`src/rtl/cpu_sequencer_if.sv`:
```
// Memory and ALU connection bundle for cpu_sequencer.
// The sequencer is the master: it drives addresses, store data and the
// operand registers; memory/ALU (slave) return read data, result and flags.
interface cpu_sequencer_if;
    logic [7:0] mem_addr;
    logic [7:0] mem_rdata;
    logic [7:0] mem_wdata;
    logic       mem_we;
    logic [7:0] alu_opcode;
    logic [7:0] alu_value;
    logic [7:0] alu_mdr;
    logic [7:0] ac;
    logic [7:0] alu_z;
    logic       nflg;
    logic       zflg;

    modport master (
        output mem_addr, mem_wdata, mem_we, alu_opcode, alu_value, alu_mdr, ac,
        input  mem_rdata, alu_z, nflg, zflg
    );

    modport slave (
        input  mem_addr, mem_wdata, mem_we, alu_opcode, alu_value, alu_mdr, ac,
        output mem_rdata, alu_z, nflg, zflg
    );
endinterface

```
`src/rtl/cpu_sequencer.sv`:
```
// Accumulator CPU sequencer: two-byte fetch (opcode, operand), optional
// memory-operand read, then execute (AC load, store, or branch). The ALU is
// external; this block only sequences and holds architectural registers.
module cpu_sequencer #(
    parameter logic [7:0] RESET_PC = 8'h00
) (
    input  logic            clk,
    input  logic            reset,
    input  logic            run,
    cpu_sequencer_if.master bus,
    output logic [7:0]      pc,
    output logic            halted
);

    typedef enum logic [2:0] {
        S_FETCH1 = 3'd0,
        S_FETCH2 = 3'd1,
        S_READ   = 3'd2,
        S_EXEC   = 3'd3,
        S_HALT   = 3'd4
    } state_t;

    state_t     r_state, w_state_nxt;
    logic [7:0] r_pc, r_ir, r_opr, r_mdr, r_ac;
    logic [7:0] w_pc_nxt, w_ir_nxt, w_opr_nxt, w_mdr_nxt, w_ac_nxt;
    logic [7:0] w_addr;
    logic       w_we;
    logic       w_is_mem;
    logic       w_writes_ac;

    // Opcode decode: which instructions need a memory operand, which load AC.
    always_comb begin
        w_is_mem    = 1'b0;
        w_writes_ac = 1'b0;
        case (r_ir)
            8'h01, 8'h05, 8'h07, 8'h09,
            8'h0A, 8'h0B, 8'h0C, 8'h0D: w_is_mem = 1'b1;
            default:                     w_is_mem = 1'b0;
        endcase
        if (r_ir == 8'h01 || r_ir == 8'h02 || (r_ir >= 8'h04 && r_ir <= 8'h0F))
            w_writes_ac = 1'b1;
    end

    // Next-state and datapath update; all registers hold unless a state moves them.
    always_comb begin
        w_state_nxt = r_state;
        w_pc_nxt    = r_pc;
        w_ir_nxt    = r_ir;
        w_opr_nxt   = r_opr;
        w_mdr_nxt   = r_mdr;
        w_ac_nxt    = r_ac;
        w_addr      = r_pc;
        w_we        = 1'b0;
        case (r_state)
            S_FETCH1: begin
                if (run) begin
                    w_ir_nxt    = bus.mem_rdata;
                    w_pc_nxt    = r_pc + 8'd1;
                    w_state_nxt = S_FETCH2;
                end
            end
            S_FETCH2: begin
                w_opr_nxt = bus.mem_rdata;
                w_pc_nxt  = r_pc + 8'd1;
                if (r_ir == 8'hFF)
                    w_state_nxt = S_HALT;
                else if (w_is_mem)
                    w_state_nxt = S_READ;
                else
                    w_state_nxt = S_EXEC;
            end
            S_READ: begin
                w_addr      = r_opr;
                w_mdr_nxt   = bus.mem_rdata;
                w_state_nxt = S_EXEC;
            end
            S_EXEC: begin
                w_addr      = r_opr;
                w_state_nxt = S_FETCH1;
                if (w_writes_ac)
                    w_ac_nxt = bus.alu_z;
                case (r_ir)
                    // A reset landing on this cycle must not let the store escape.
                    8'h03: w_we = ~reset;
                    8'h10: w_pc_nxt = r_opr;
                    8'h11: if (bus.nflg) w_pc_nxt = r_opr;
                    8'h12: if (bus.zflg) w_pc_nxt = r_opr;
                    default: ;
                endcase
            end
            S_HALT: ;
            default: w_state_nxt = S_FETCH1;
        endcase
    end

    // State and register update; reset overrides every transition.
    always_ff @(posedge clk) begin
        if (reset) begin
            r_state <= S_FETCH1;
            r_pc    <= RESET_PC;
            r_ir    <= 8'h00;
            r_opr   <= 8'h00;
            r_mdr   <= 8'h00;
            r_ac    <= 8'h00;
        end else begin
            r_state <= w_state_nxt;
            r_pc    <= w_pc_nxt;
            r_ir    <= w_ir_nxt;
            r_opr   <= w_opr_nxt;
            r_mdr   <= w_mdr_nxt;
            r_ac    <= w_ac_nxt;
        end
    end

    assign bus.mem_addr   = w_addr;
    assign bus.mem_wdata  = r_ac;
    assign bus.mem_we     = w_we;
    assign bus.alu_opcode = r_ir;
    assign bus.alu_value  = r_opr;
    assign bus.alu_mdr    = r_mdr;
    assign bus.ac         = r_ac;
    assign pc             = r_pc;
    assign halted         = (r_state == S_HALT);

endmodule

```
`src/flat_wrapper.sv`:
```
// flat-port wrapper written by rule: the top's interface ports become plain ports
module cpu_sequencer_flat 
#(
    parameter logic [7:0] RESET_PC = 8'h00
)
  (clk, reset, run, pc, halted, bus_mem_addr, bus_mem_wdata, bus_mem_we, bus_alu_opcode, bus_alu_value, bus_alu_mdr, bus_ac, bus_mem_rdata, bus_alu_z, bus_nflg, bus_zflg);
  cpu_sequencer_if bus_i ();
  input  logic clk;
  input  logic reset;
  input  logic run;
  output logic [7:0] pc;
  output logic halted;
  output wire logic [$bits(bus_i.mem_addr)-1:0] bus_mem_addr;
  output wire logic [$bits(bus_i.mem_wdata)-1:0] bus_mem_wdata;
  output wire logic [$bits(bus_i.mem_we)-1:0] bus_mem_we;
  output wire logic [$bits(bus_i.alu_opcode)-1:0] bus_alu_opcode;
  output wire logic [$bits(bus_i.alu_value)-1:0] bus_alu_value;
  output wire logic [$bits(bus_i.alu_mdr)-1:0] bus_alu_mdr;
  output wire logic [$bits(bus_i.ac)-1:0] bus_ac;
  input wire logic [$bits(bus_i.mem_rdata)-1:0] bus_mem_rdata;
  input wire logic [$bits(bus_i.alu_z)-1:0] bus_alu_z;
  input wire logic [$bits(bus_i.nflg)-1:0] bus_nflg;
  input wire logic [$bits(bus_i.zflg)-1:0] bus_zflg;
  assign bus_mem_addr = bus_i.mem_addr;
  assign bus_mem_wdata = bus_i.mem_wdata;
  assign bus_mem_we = bus_i.mem_we;
  assign bus_alu_opcode = bus_i.alu_opcode;
  assign bus_alu_value = bus_i.alu_value;
  assign bus_alu_mdr = bus_i.alu_mdr;
  assign bus_ac = bus_i.ac;
  assign bus_i.mem_rdata = bus_mem_rdata;
  assign bus_i.alu_z = bus_alu_z;
  assign bus_i.nflg = bus_nflg;
  assign bus_i.zflg = bus_zflg;
  cpu_sequencer #(.RESET_PC(RESET_PC)) u_core (.clk(clk), .reset(reset), .run(run), .bus(bus_i), .pc(pc), .halted(halted));
endmodule
```
`config.mk`:
```
export PLATFORM = sky130hd
export DESIGN_NAME = cpu_sequencer_flat
export DESIGN_NICKNAME = d
export VERILOG_FILES = /design/src/rtl/cpu_sequencer_if.sv /design/src/rtl/cpu_sequencer.sv /design/src/flat_wrapper.sv
export SDC_FILE = /design/constraint.sdc
export NUM_CORES = 1
export LEC_CHECK = 0
export ABC_AREA = 1
export CAP_MARGIN = 10
export CELL_PAD_IN_SITES_DETAIL_PLACEMENT = 1
export CELL_PAD_IN_SITES_GLOBAL_PLACEMENT = 2
export CORE_UTILIZATION = 35
export DETAILED_ROUTE_END_ITERATION = 7
export DONT_BUFFER_PORTS = 1
export PLACE_DENSITY_LB_ADDON = 0.1
export SYNTH_ARGS = -nofsm -noshare
export SYNTH_HDL_FRONTEND = slang
export SYNTH_SLANG_ARGS = --single-unit
```
`constraint.sdc`:
```
create_clock -name clk -period 2.1 [get_ports clk]
set_input_delay 0.315 -clock clk [delete_from_list [all_inputs] [get_ports clk]]
set_output_delay 0.315 -clock clk [all_outputs]
set_load 0.005 [all_outputs]
```
==> impl_metrics.env <==
export IMPL_ant_nets=0
export IMPL_wl_met2_mm=2.78
export IMPL_wl_met3_um=406
export IMPL_crit_arrival_ns=1.59
export IMPL_pwr_share_clk=0.326
export IMPL_dp_cells=373
export IMPL_wl_met1_mm=2.99
export IMPL_hold_viol=0
export IMPL_p_seq_frac=0.495
export IMPL_synthTopCellsByCount="62 x nand2_1, 44 x dfxtp_1, 36 x inv_1, 36 x nor2_1, 31 x o21ai_0"
export IMPL_p_sw_mw=0.667
export IMPL_path_cells="inv_1 > nand3_1 > nor2_1 > nand3_1 > nor3_1"
export IMPL_dp_slack_ns=0.487
export IMPL_yosys_cell_count_top_type="nand2_1"
export IMPL_ir_drop_mv=0.379
export IMPL_post_cts_buffers=0
export IMPL_crit_required_ns=1.78
export IMPL_end_kind="primary output"
export IMPL_drc=0
export IMPL_setup_tns_final_ns=0
export IMPL_highest_layer="met4"
export IMPL_pin_count=79
export IMPL_period_minus_slack_ns=1.91
export IMPL_place_gp_congestion=0.763
export IMPL_ys_ff_latch=44
export IMPL_ys_warn_count=0
export IMPL_numCtsBuffers=5
export IMPL_clock_sinks=44
export IMPL_clk_latency_ns=0.30
export IMPL_drv_slew=0
export IMPL_via_per_inst=5.11
export IMPL_yosysUniqueCellTypes=29
export IMPL_syn_nets=336
export IMPL_synth_top_area_frac=0.405
export IMPL_finalSetupViolCount=0
export IMPL_cts_buffer_depth=2
export IMPL_switching_share=0.325
export IMPL_min_period_over_period=0.907
export IMPL_path_class="flop to primary output"
export IMPL_synth_seq_area_share=0.405
export IMPL_drt_iter0_markers=61
export IMPL_layout_cells_non_filler=381
export IMPL_place_hpwl_mm=4.59
export IMPL_cts_resized=0
export IMPL_whs_ns=0.0710
export IMPL_cp_slowest_stage_delay_ns=0.34
export IMPL_worstMarginPinSlew_ns=0.411
export IMPL_cts_hold_buf=0
export IMPL_num_vias=1946
export IMPL_initial_utilization=0.365
export IMPL_die_w_um=80.8
export IMPL_power_density_nw_per_um2=904
export IMPL_wirelength_mm=6.24
export IMPL_path_clk_slew_ns=0.09
export IMPL_status="complete, no violations"
export IMPL_timing_critical_path_mode_cell="nand3_1"
export IMPL_synthTopCellsByArea="dfxtp_1 41%, nand2_1 11%, o21ai_0 7.1%"
export IMPL_intPower_mw=1.39
export IMPL_rsz0062_at_grt="false"
export IMPL_synth_main_ff_cell="dfxtp_1"
export IMPL_diodes=0
export IMPL_utilization=0.382
export IMPL_row_count=28
export IMPL_grt_overflow=0
export IMPL_grt_start_max_net_pins=25
export IMPL_syn_to_final_growth_pct=4.66
export IMPL_crit_slowest_cell="nor3_1"
export IMPL_grt_pass1_vias=1929
export IMPL_skew_ns=0.00612
export IMPL_fillers=806
export IMPL_cp_num_buf_inv=1
export IMPL_netlist_instances=314
export IMPL_async_flop_share=0
export IMPL_fin_ws_ns=0.194
export IMPL_final_net_count=327
export IMPL_first_pass_iters=4
export IMPL_worst_path_max_fanout=4
export IMPL_grt_pass1_wl_mm=10.1
export IMPL_synth_largest_area_cell="dfxtp_1"
export IMPL_synth_cell_area_um2=2170
export IMPL_cts_htree_levels=2
export IMPL_post_route_cells_drive_above_1_share=0.0752
export IMPL_cts_tree="yes"
export IMPL_min_path_type="input pin to flop"
export IMPL_die_area_um2=6530
export IMPL_max_slew_margin=0.725
export IMPL_die_h_um=80.8
export IMPL_cp_top_family="simple AND/OR/NAND/NOR gates"
export IMPL_timing_fmax_mhz=525
export IMPL_start_kind="flop"
export IMPL_synth_avg_cell_area_um2=6.92
export IMPL_cap_violations=0
export IMPL_antenna_found_initial=0
export IMPL_port_buffers=0
export IMPL_wl_per_cell_um=16.4
export IMPL_p_leak_nw=0.941
export IMPL_clk_root_buffer_cell="clkbuf_8"
export IMPL_synth_edf_count=0
export IMPL_combPwrFrac=0.179
export IMPL_grt_use_total=0.206
export IMPL_core_um2=5960
==> stage by stage <==
step | power (mW) | cell area, µm²
final | 2.06 | 2270
after global routing | 2.20 | 2270
after CTS | 2.09 | 2270
after detailed placement | 1.40 | 2160
after global placement | 1.40 | 2160
after floorplan | 1.32 | 2170
==> path summary, 6_finish.rpt <==
kind                                                from                    end  slack [ns]  depth (start not counted)
worst max register to register  u_core.bus.alu_opcode[7]           u_core.pc[4]        0.49                          8
worst min-delay path                               reset  u_core.bus.alu_mdr[7]        0.07                          1
worst max-delay path            u_core.bus.alu_opcode[7]             bus_mem_we        0.19                          5
worst min register to register     u_core.bus.alu_mdr[1]  u_core.bus.alu_mdr[1]        0.48                          2
==> flip-flops by register name, summed over array words and instances (netlist names), named ones only <==
register	count
u_core.bus.ac	8
u_core.pc	8
u_core.bus.alu_mdr	8
u_core.r_state	3
u_core.bus.alu_value	8
u_core.bus.alu_opcode	8
==> kinds of logic (layout without fill, tap and decap cells) <==
logic type / Yosys count / after routing / synth area share
buf+inv: 57 / 49 / 0.126
flops: 44 / 44 / 0.405
compound gates: 71 / 71 / 0.166
fa+ha+maj: 1 / 1 / 0.00576
simple gates: 141 / 141 / 0.296
==> routing by layer <==
layer | vias to the layer above | global-route usage
met2 | 53 | 0.327
li1 | 990 | -
met1 | 896 | 0.273
met4 | 0 | 0.0500
met3 | 7 | 0.0629
met5 | - | 0
==> power groups by stage <==
stage | logic (mW) | registers (mW) | clock network (mW)
floorplan | 0.311 | 1.01 | 0
finish | 0.368 | 1.02 | 0.671
CTS | 0.371 | 1.02 | 0.699
global placement | 0.364 | 1.04 | 0
detailed placement | 0.367 | 1.04 | 0
global route | 0.433 | 1.03 | 0.735
==> cell type report <==
type                    count  area (µm²)  share of cell area
clock inverters             3        46.3              0.0204
well taps                  75        93.8              0.0413
clock buffers               5        68.8              0.0303
flip-flops and latches     44         881               0.387
inverters                  39         151              0.0666
repair buffers              2        15.0             0.00660
multi-input cells         213        1020               0.448
==> layout by cell type, fill, tap and decap left out, types with 2 or more instances in the layout <==
master and count:
nor2_2 2, dfxtp_1 44, nor3_1 5, nor2_4 2, nand4_1 5, clkbuf_8 5, inv_1 36, buf_4 2
nand2_1 62, nor2_1 36, o21ai_0 31, inv_2 2, a21oi_1 25, nand3_1 22, o21ai_1 12
(Power assumes the default switching activity.)
